### src/rtl/gate_tester.sv
// Sweeps a 2-input gate through all four input vectors, samples y after a settle window
// and scores it against a latched truth table: pass flag, per-vector fail map, saturating count.
module gate_tester #(
  parameter int SETTLE_CYCLES = 2,
  parameter int PASSES        = 1,
  parameter int ERR_W         = 8
) (
  input  logic             clk,
  input  logic             rst,
  input  logic             start,
  input  logic             abort,
  input  logic [3:0]       truth_table,
  input  logic             dut_y,
  output logic             drv_a,
  output logic             drv_b,
  output logic             busy,
  output logic             done,
  output logic             pass,
  output logic [ERR_W-1:0] err_count,
  output logic [3:0]       fail_vec
);

  localparam logic [7:0] SETTLE_INIT = 8'(SETTLE_CYCLES);
  localparam logic [7:0] LAST_PASS   = 8'(PASSES - 1);

  typedef enum logic [1:0] {IDLE, RUN, DONE} state_t;

  state_t           state_q, state_d;
  logic [1:0]       idx_q, idx_d;
  logic [1:0]       drv_q, drv_d;
  logic [7:0]       settle_q, settle_d;
  logic [7:0]       pass_cnt_q, pass_cnt_d;
  logic [3:0]       tt_q, tt_d;
  logic [3:0]       fail_q, fail_d;
  logic [ERR_W-1:0] err_q, err_d;
  logic             pass_q, pass_d;

  logic             mismatch;
  logic             last_sample;
  logic [ERR_W-1:0] err_inc;

  always_ff @(posedge clk) begin
    if (rst) begin
      state_q    <= IDLE;
      idx_q      <= '0;
      drv_q      <= '0;
      settle_q   <= '0;
      pass_cnt_q <= '0;
      tt_q       <= '0;
      fail_q     <= '0;
      err_q      <= '0;
      pass_q     <= 1'b0;
    end else begin
      state_q    <= state_d;
      idx_q      <= idx_d;
      drv_q      <= drv_d;
      settle_q   <= settle_d;
      pass_cnt_q <= pass_cnt_d;
      tt_q       <= tt_d;
      fail_q     <= fail_d;
      err_q      <= err_d;
      pass_q     <= pass_d;
    end
  end

  assign mismatch    = (dut_y != tt_q[idx_q]);
  assign last_sample = (idx_q == 2'd3) && (pass_cnt_q == LAST_PASS);
  assign err_inc     = (err_q == '1) ? err_q : err_q + 1'b1;

  always_comb begin
    state_d    = state_q;
    idx_d      = idx_q;
    drv_d      = drv_q;
    settle_d   = settle_q;
    pass_cnt_d = pass_cnt_q;
    tt_d       = tt_q;
    fail_d     = fail_q;
    err_d      = err_q;
    pass_d     = pass_q;
    case (state_q)
      IDLE, DONE: begin
        if (start) begin
          state_d    = RUN;
          tt_d       = truth_table;
          err_d      = '0;
          fail_d     = '0;
          pass_d     = 1'b0;
          idx_d      = '0;
          drv_d      = '0;
          settle_d   = SETTLE_INIT;
          pass_cnt_d = '0;
        end
      end
      RUN: begin
        if (abort) begin
          // abort wins over a coinciding sample edge; partial results are kept
          state_d    = IDLE;
          idx_d      = '0;
          drv_d      = '0;
          settle_d   = '0;
          pass_cnt_d = '0;
        end else if (settle_q != 8'd0) begin
          settle_d = settle_q - 8'd1;
        end else begin
          if (mismatch) begin
            fail_d[idx_q] = 1'b1;
            err_d         = err_inc;
          end
          if (last_sample) begin
            state_d    = DONE;
            pass_d     = (err_d == '0);
            idx_d      = '0;
            drv_d      = '0;
            pass_cnt_d = '0;
          end else begin
            idx_d    = idx_q + 2'd1;
            drv_d    = idx_q + 2'd1;
            settle_d = SETTLE_INIT;
            if (idx_q == 2'd3) pass_cnt_d = pass_cnt_q + 8'd1;
          end
        end
      end
      default: state_d = IDLE;
    endcase
  end

  always_comb begin
    busy      = (state_q == RUN);
    done      = (state_q == DONE);
    drv_a     = drv_q[1];
    drv_b     = drv_q[0];
    pass      = pass_q;
    err_count = err_q;
    fail_vec  = fail_q;
  end

endmodule

### config.mk
export PLATFORM = sky130hd
export DESIGN_NAME = gate_tester
export DESIGN_NICKNAME = d
export VERILOG_FILES = /design/src/rtl/gate_tester.sv
export SDC_FILE = /design/constraint.sdc
export NUM_CORES = 1
export LEC_CHECK = 0
export BUFFER_PORTS_ARGS = -buffer_cell sky130_fd_sc_hd__buf_2
export CAP_MARGIN = 20
export CORE_MARGIN = 4
export CORE_UTILIZATION = 57
export CTS_CLUSTER_DIAMETER = 80
export DETAILED_ROUTE_END_ITERATION = 16
export PLACE_DENSITY = 0.79
export SLEW_MARGIN = 30
export SYNTH_ARGS = -nofsm -noshare
export SYNTH_HDL_FRONTEND = slang
export SYNTH_SLANG_ARGS = --single-unit
### constraint.sdc
create_clock -name clk -period 2.6 [get_ports clk]
set_input_delay 0.52 -clock clk [delete_from_list [all_inputs] [get_ports clk]]
set_output_delay 0.52 -clock clk [all_outputs]
set_load 0.05 [all_outputs]
======== After elaboration in Yosys (flattened, before gate mapping) ========
Index checks and enable logic that the tools add are counted.
word-level totals
  logic and storage cells ................. 88
  register bits ........................... 37
  bits of input ports ..................... 9
  output and inout bits ................... 17
cells by class
  multiplexer cells ....................... 43
  equality and inequality tests ........... 14
  magnitude comparators ................... 2
  bitwise logic cells ..................... 1
  reductions and logical operators ........ 16
  add/subtract/negate cells ............... 4
operator list
  cell                                                                           count
  8-bit two-way mux                                                              16
  8-bit one-hot mux with 2 select lines                                          3
  8-bit by 1-bit adder with 8-bit output (second input constant)                 2
  8-bit zero test                                                                2
  2-bit two-way mux                                                              8
  4-bit two-way mux                                                              4
  5-bit AND reduction                                                            2
  3-bit AND reduction                                                            3
  8-bit equality test (second input constant)                                    1
  2-bit one-hot mux with 2 select lines                                          2
  4-bit one-hot mux with 2 select lines                                          1
  4-bit AND reduction                                                            2
  8-bit nonzero test                                                             1
  8-bit by 1-bit subtractor with 8-bit output (second input constant)            1
  1-bit two-way mux                                                              6
  2-bit != test (second input constant)                                          3
  2-bit equality test (second input constant)                                    2
  2-bit by 1-bit != test with 1-bit output (second input constant)               2
  4-bit by 2-bit != test with 1-bit output (second input constant)               1
  4-bit by 3-bit != test with 1-bit output (second input constant)               1
  4-bit OR                                                                       1
  2-bit by 3-bit less-than comparator with 1-bit output (second input constant)  1
  3-bit by 2-bit != test with 1-bit output (second input constant)               1
  3-bit != test (second input constant)                                          1
  other kinds (12)                                                               13

======== Depth between registers and ports, before layout ========
Gate-level depths: netlist of run 1.
  depth in word-level cells ............... 12
  gate-level depth with buffers ........... 8
  mapped depth without buffers ............ 7

======== Worst setup path after synthesis of run 1 ========
Ideal clock, no wire load.
  path kind ............................... register to register
  from .................................... register drv_q[0] (netlist name)
  to ...................................... register settle_q[3]
  cell stages (with the launch flop) ...... 8
  buffers on the path ..................... 1
  slack ................................... 0.175 ns
  arrival time ............................ 2.361 ns
  library setup time ...................... 0.065 ns
  cell sequence ........................... dfxtp_1 -> ha_1 -> or4bb_1 -> nor4_4 -> buf_6 -> a21oi_4 -> a21o_2 -> nor2_1
RTL lines
  what                    line  text
  end signal: assignment  57    settle_q <= settle_d;
  end: declaration        31    logic [7:0] settle_q, settle_d;

==> out/results.tsv, run 1 <==
stage	metric	value	unit
die	fp.dieH	68.4	um
worst_setup_path	r2r_cells	7	
worst_setup_path	crit_type	reg -> reg	
min_path	hold_class	reg -> reg	
min_path	hold_path_depth	2	
timing	worst_pin_slew	0.504	ns
worst_setup_path	r2r-start	drv_q[0]	
timing	fmax	440	MHz
timing	finalCritPeriodShare	87.5	%
routing	wl_per_cell	14.7	um
final_layout	final_cells	315	
final_layout	fillers	291	
yosys	netlist_area	0.00208	mm2
routing	vias	1862	
clock_tree	clock_path_buffers	2	
die	start_util	60.5	%
worst_setup_path	cpPeakStageDelay	0.56	ns
die	die_w	68.4	um
final_layout	multi_input_area	0.00127	mm2
yosys	synth_cells	237	
worst_setup_path	startpoint_type	flop	
die	core	0.00344	mm2
worst_setup_path	crit_fanout	9	
die	ios	26	
global_route	grt_pass1_vias	1788	
timing	setup_violations	0	
final_layout	stdcell_area	0.00236	mm2
worst_setup_path	r2r-end	settle_q[0]	
clock_tree	cts_max_level	2	
timing	period_minus_slack	2.27	ns
clock_tree	cts_tree	done	
final_layout	syn_to_final_growth	13.2	%
global_route	grt_pass1_wl	8060	um
timing	drv_slew	0	
clock_tree	cts_hold_buf	0	
yosys	ys_ff_latch	37	
clock_tree	cts_setup_buffers	0	
timing	fin_ws	0.325	ns
worst_setup_path	cp.arrival	2.51	ns
placed_design	place_area	0.00227	mm2
placed_design	portBuffers	25	
placed_design	place_ws	0.319	ns
power	p_per_area	544	mW/mm2
final_layout	final_nets	286	
timing	finalHoldViolCount	0	
worst_setup_path	crit_slowest_cell	or4bb_1	
clock_tree	root_buffer	clkbuf_8	
final_layout	drive_gt1_share	20.8	%
global_route	grt.overflow.total	0	
flow_run	maxCapViolCount	0	
clock_tree	numCtsBuffers	5	
placed_design	hpwl	3360	um
routing	routed_wl	4630	um
routing	dr.pass1.iters	4	
timing	finClkSkew	0.00485	ns
die	die_area	0.00468	mm2
die	row_count	21	
worst_setup_path	crit_chain	ha_1 > or4bb_1 > nor4_4 > buf_4 > a21oi_4 > a21o_2 > nor2_1	
timing	rsz0062_at_grt	no	
power	leakage	0.904	nW
timing	tns	0	ns
worst_setup_path	rrSetupSlack	0.33	ns
global_route	grt_max_degree	28	
clock_tree	worstSkewPairLatency	0.29	ns
timing	relSlewSlack	65.5	%
yosys	syn_area_per_cell	8.78	um2
worst_setup_path	worst-endpoint-required	2.83	ns
run_status	status	finished clean	
yosys	ys_seq_area_share	35.6	%
min_path	hold_start	tt_q[3]	
yosys	synth_async_sr_flop_share	0	%
routing	remaining_drc_errors	0	
placed_design	routabilityCongestion	0.875	
global_route	track_usage	22.8	%
routing	drt_iter0_markers	189	
final_layout	regArea	741	um2
yosys	synth_nets	255	
global_route	antenna_found_initial	0	
clock_tree	clock-sinks	37	
routing	postRouteAntennaNets	0	
clock_tree	cts_resized	0	
placed_design	placed_cells	307	
yosys	synth_edf_count	0	
worst_setup_path	cp-end-kind	flop	
final_layout	antenna_cells	0	
yosys	yosys_warnings	0	
yosys	synth_cell_type_count	59	
clock_tree	path_clk_slew	0.07	ns
min_path	min_to	tt_q[3]	
power	vdd_drop_max	439	uV
routing	viasPerCell	5.91	
yosys	ys.flop_type	dfxtp_1	
cells by family after synthesis:
group | share of synthesized area [%]
AOI/OAI and AO/OA | 19.7
xor gates and xnor gates | 7.45
adders and majority gates | 5.41
buffers and inverters | 3.49
DFF | 35.6
muxes | 2.58
and+or+nand+nor | 25.8
worst max-delay path by stage:
stage | cells after the start | slack [ns] | to | from
final | 7 | 0.33 | settle_q[0] | drv_q[0]
after CTS | 7 | 0.30 | settle_q[0] | drv_q[0]
after global placement | 7 | 0.39 | settle_q[6] | drv_q[0]
after floorplan | 7 | 0.17 | settle_q[3] | drv_q[0]
after detailed placement | 7 | 0.32 | settle_q[6] | drv_q[0]
after global routing | 7 | 0.12 | settle_q[0] | drv_q[0]
critical path: cells and delay by family, from the launching register on:
| kind | cells | cell delay, ns |
|---|---|---|
| and+or+nand+nor | 3 | 0.95 |
| adders and majority gates | 1 | 0.26 |
| DFF | 1 | 0.45 |
| AOI/OAI and AO/OA | 2 | 0.33 |
| buffers and inverters | 1 | 0.22 |
area by class of cell:
cell class,count,area share [%]
Inverter,11,1.75
Tap cell,46,2.44
Sequential cell,37,31.4
Multi-Input combinational cell,183,53.8
Clock inverter,3,0.743
Timing Repair Buffer,30,6.90
Clock buffer,5,2.92
sequential cells by signal, indices dropped and copies added, names as in the netlist:
name	flops
settle_q	8
fail_vec	4
state_q	2
pass_cnt_q	8
err_count	8
tt_q	4
drv_q	2
pass	1
cell usage after synthesis (2+ instances only):
master / count / area share, %
dfxtp_1: 37 / 36
nor2_1: 28 / 5.0
nand2_1: 19 / 3.4
a21oi_1: 17 / 4.1
xnor2_1: 14 / 5.9
inv_1: 10 / 1.8
ha_1: 9 / 5.4
nand3_1: 7 / 1.7
o21ai_0: 7 / 1.7
a211oi_1: 6 / 2.2
nor3_1: 6 / 1.4
a2111oi_0: 5 / 2.1
nand2b_1: 5 / 1.5
clkbuf_1: 4 / 0.72
a31oi_1: 3 / 0.90
and3_1: 3 / 0.90
nor2b_1: 3 / 0.90
nor3b_1: 3 / 1.1
o211ai_1: 3 / 1.1
or4_1: 3 / 1.1
a21o_1: 2 / 0.72
a31o_2: 2 / 0.84
and4_1: 2 / 0.84
mux2i_1: 2 / 0.96
nor4b_1: 2 / 0.84
o2111ai_1: 2 / 0.84
layer usage:
layer | up-vias | global-route usage, % | share of wire, %
met5 | - | 0 | 0
met4 | 0 | 9.93 | 2.5
met3 | 13 | 5.75 | 5.3
met2 | 52 | 34.8 | 44
met1 | 869 | 30.3 | 48
li1 | 928 | - | -
power breakdown:
group          switching, W  internal [W]  leakage (nW)  total (W)
sequential        0.0000243      0.000589         0.300   0.000614
clock              0.000210      0.000185        0.0439   0.000395
combinational      0.000168      0.000106         0.560   0.000274
total              0.000402      0.000880         0.904    0.00128
metrics by stage:
step	power, W	hold WS (ns)	util [%]
after floorplan	0.000833	0.433	-
after global placement	0.000894	0.448	66.0
after detailed placement	0.000898	0.450	66.0
after CTS	0.00129	0.454	68.5
after global routing	0.00135	0.490	68.5
final	0.00128	0.457	68.5
layout by cell type, fill, tap and decap left out, drive strengths merged, types with 6 or more instances in the layout:
master | synthesis | layout
a211oi | 6 | 6
nor3 | 7 | 7
nor2 | 28 | 28
ha | 9 | 9
nand2 | 19 | 19
inv | 11 | 11
nand3 | 7 | 7
dfxtp | 37 | 37
buf | 2 | 30
a21oi | 18 | 18
xnor2 | 15 | 15
o21ai | 7 | 7
Note: power is estimated with default switching activity, not from simulation.
==> run 2: changes to the inputs <==
--- a/config.mk
+++ b/config.mk
@@ -8,10 +8,11 @@
 export BUFFER_PORTS_ARGS = -buffer_cell sky130_fd_sc_hd__buf_2
 export CAP_MARGIN = 20
 export CORE_MARGIN = 4
-export CORE_UTILIZATION = 57
+export CORE_UTILIZATION = 60
+export CTS_BUF_LIST = sky130_fd_sc_hd__clkbuf_16
 export CTS_CLUSTER_DIAMETER = 80
 export DETAILED_ROUTE_END_ITERATION = 16
-export PLACE_DENSITY = 0.79
+export PLACE_DENSITY = 0.82
 export SLEW_MARGIN = 30
 export SYNTH_ARGS = -nofsm -noshare
 export SYNTH_HDL_FRONTEND = slang
==> constraint.sdc (replaced) <==
create_clock -name clk -period 2.85 [get_ports clk]
set_input_delay 0.57 -clock clk [delete_from_list [all_inputs] [get_ports clk]]
set_output_delay 0.57 -clock clk [all_outputs]
set_load 0.05 [all_outputs]
==> run 2 against run 1 <==
  * Worst setup slack improved by 0.0014 ns
  * Via count shrank 1.7%
  * Fmax decreased by 9.9%
  * Design area increased by 1.3%
  * Critical path depth fell by 1
  * Combinational power is 9.9% lower
  * First-iteration DRC count shrank 21%
  * Global-route usage increased by 0.45 points
  * Cell count decreased by 0.95%
  * Highest routed layer unchanged
  * Die area down 4.4%
  * Sequential power decreased by 8.6%
  * Largest cell class unchanged
  * Clock-buffer cell count unchanged
==> out/results.tsv, run 2 (synthesized netlist as in run 1, its figures left out) <==
stage	metric	value	unit	change
run_status	status	finished clean		
worst_setup_path	cp-end-kind	flop		
flow_run	maxCapViolCount	0		unchanged
timing	rsz0062_at_grt	no		
timing	finClkSkew	0.00228	ns	-0.00257 ns
routing	remaining_drc_errors	0		unchanged
timing	finalHoldViolCount	0		unchanged
power	leakage	0.918	nW	+1.6%
routing	vias	1830		-1.7%
final_layout	drive_gt1_share	19.2	%	-1.6 points
clock_tree	clock-sinks	37		unchanged
clock_tree	cts_resized	0		unchanged
timing	fmax	396	MHz	-9.9%
final_layout	antenna_cells	0		unchanged
clock_tree	cts_setup_buffers	0		unchanged
worst_setup_path	cp.arrival	2.69	ns	+0.18 ns
global_route	antenna_found_initial	0		unchanged
global_route	grt_pass1_wl	8020	um	-0.43%
clock_tree	cts_max_level	2		unchanged
routing	viasPerCell	5.87		-0.77%
placed_design	routabilityCongestion	0.845		-3.4%
timing	relSlewSlack	48.0	%	-18 points
global_route	grt_pass1_vias	1727		-3.4%
die	fp.dieH	66.9	um	-2.2%
global_route	track_usage	23.3	%	+0.45 points
final_layout	mostFrequentLayoutCells	dfxtp_1 (37), nor2_1 (28), buf_2 (25)		
final_layout	syn_to_final_growth	14.7	%	
worst_setup_path	crit_type	reg -> reg		
min_path	hold_start	tt_q[1]		
clock_tree	numCtsBuffers	5		unchanged
timing	setup_violations	0		unchanged
routing	postRouteAntennaNets	0		unchanged
timing	worst_pin_slew	0.778	ns	+0.274 ns
timing	period_minus_slack	2.52	ns	+0.249 ns
min_path	hold_class	reg -> reg		
placed_design	place_area	0.00226	mm2	-0.66%
final_layout	regArea	741	um2	unchanged
final_layout	final_common_cell	dfxtp_1		
die	core	0.00334	mm2	-3.1%
clock_tree	path_clk_slew	0.05	ns	-0.02 ns
worst_setup_path	r2r-start	drv_q[0]		
die	die_area	0.00448	mm2	-4.4%
global_route	grt_max_degree	28		unchanged
final_layout	multi_input_area	0.00127	mm2	unchanged
power	vdd_drop_max	389	uV	-11%
routing	drt_iter0_markers	149		-21%
clock_tree	clock_path_buffers	2		unchanged
final_layout	final_nets	284		-0.70%
worst_setup_path	worst-endpoint-required	3.02	ns	+0.19 ns
final_layout	stdcell_area	0.00239	mm2	+1.3%
power	p_per_area	551	mW/mm2	+1.3%
routing	routed_wl	4620	um	-0.28%
die	die_w	66.9	um	-2.2%
global_route	grt.overflow.total	0		unchanged
worst_setup_path	startpoint_type	flop		
placed_design	hpwl	3180	um	-5.2%
die	start_util	62.4	%	+1.9 points
clock_tree	cts_hold_buf	0		unchanged
worst_setup_path	crit_fanout	11		+2
die	ios	26		unchanged
routing	wl_per_cell	14.8	um	+0.68%
worst_setup_path	crit_start	drv_q[0]		
clock_tree	cts_tree	done		
die	row_count	21		unchanged
placed_design	portBuffers	25		unchanged
final_layout	fillers	272		-6.5%
routing	dr.pass1.iters	4		unchanged
clock_tree	worstSkewPairLatency	0.28	ns	about the same
timing	finalCritPeriodShare	88.5	%	+1.1 points
clock_tree	root_buffer	clkbuf_16		
timing	tns	0	ns	unchanged
timing	drv_slew	0		unchanged
[run 2: changes by cell type in the layout (fill, tap and decap cells not counted), sizes merged]
| cell | previous run | this run |
|---|---|---|
| clkinv | 2 | 1 |
| clkinvlp | 1 | 0 |
| buf | 30 | 28 |
| inv | 11 | 12 |
[run 2: cell type report]
cell class	count	area share (%)
Clock inverter	2	0.314
Multi-Input combinational cell	183	53.1
Inverter	11	1.73
Tap cell	46	2.41
Clock buffer	5	5.24
Timing Repair Buffer	28	6.18
Sequential cell	37	31.0
[run 2: per-stage QoR]
step / hold WS (ns) / total power [W] / setup slack [ns] / instances / utilization, %
finish: 0.456 / 0.00132 / 0.327 / 312 / 71.6
global route: 0.491 / 0.00137 / 0.151 / 312 / 71.6
CTS: 0.459 / 0.00132 / 0.327 / 312 / 71.6
detailed placement: 0.452 / 0.000815 / 0.362 / 305 / 67.6
global placement: 0.445 / 0.000810 / 0.469 / 305 / 67.6
floorplan: 0.433 / 0.000760 / 0.425 / 237 / -
[run 2: power breakdown]
part / internal (W) / leakage [nW] / switching (W)
logic: 0.0000948 / 0.549 / 0.000153
registers: 0.000539 / 0.300 / 0.0000217
clock network: 0.000312 / 0.0685 / 0.000196
total: 0.000946 / 0.918 / 0.000371
[run 2: critical path, cell delays in order (launching register included)]
cell and delay [ns]:
dfxtp_1 0.46, ha_1 0.27, or4bb_1 0.56, nor4_4 0.59, a2111oi_0 0.28, xnor2_1 0.21
nor2_1 0.06
[run 2: path summary, 6_finish.rpt]
| path | slack (ns) | depth (start not counted) | end |
|---|---|---|---|
| worst max-delay path | 0.33 | 6 | settle_q[6] |
| worst min-delay path | 0.46 | 2 | tt_q[1] |
| worst max register to register | 0.33 | 6 | settle_q[6] |
| worst min register to register | 0.46 | 2 | tt_q[1] |
[run 2: routing by layer]
metal  routed length [um]  up-vias  share of wire (%)  global-route usage [%]
met1                 2180      837                 47                    30.1
met4                   63        0                1.4                    7.09
met5                    0        -                  0                       0
met3                  283        8                6.1                    5.56
li1                     -      924                  -                       -
met2                 2090       61                 45                    38.1
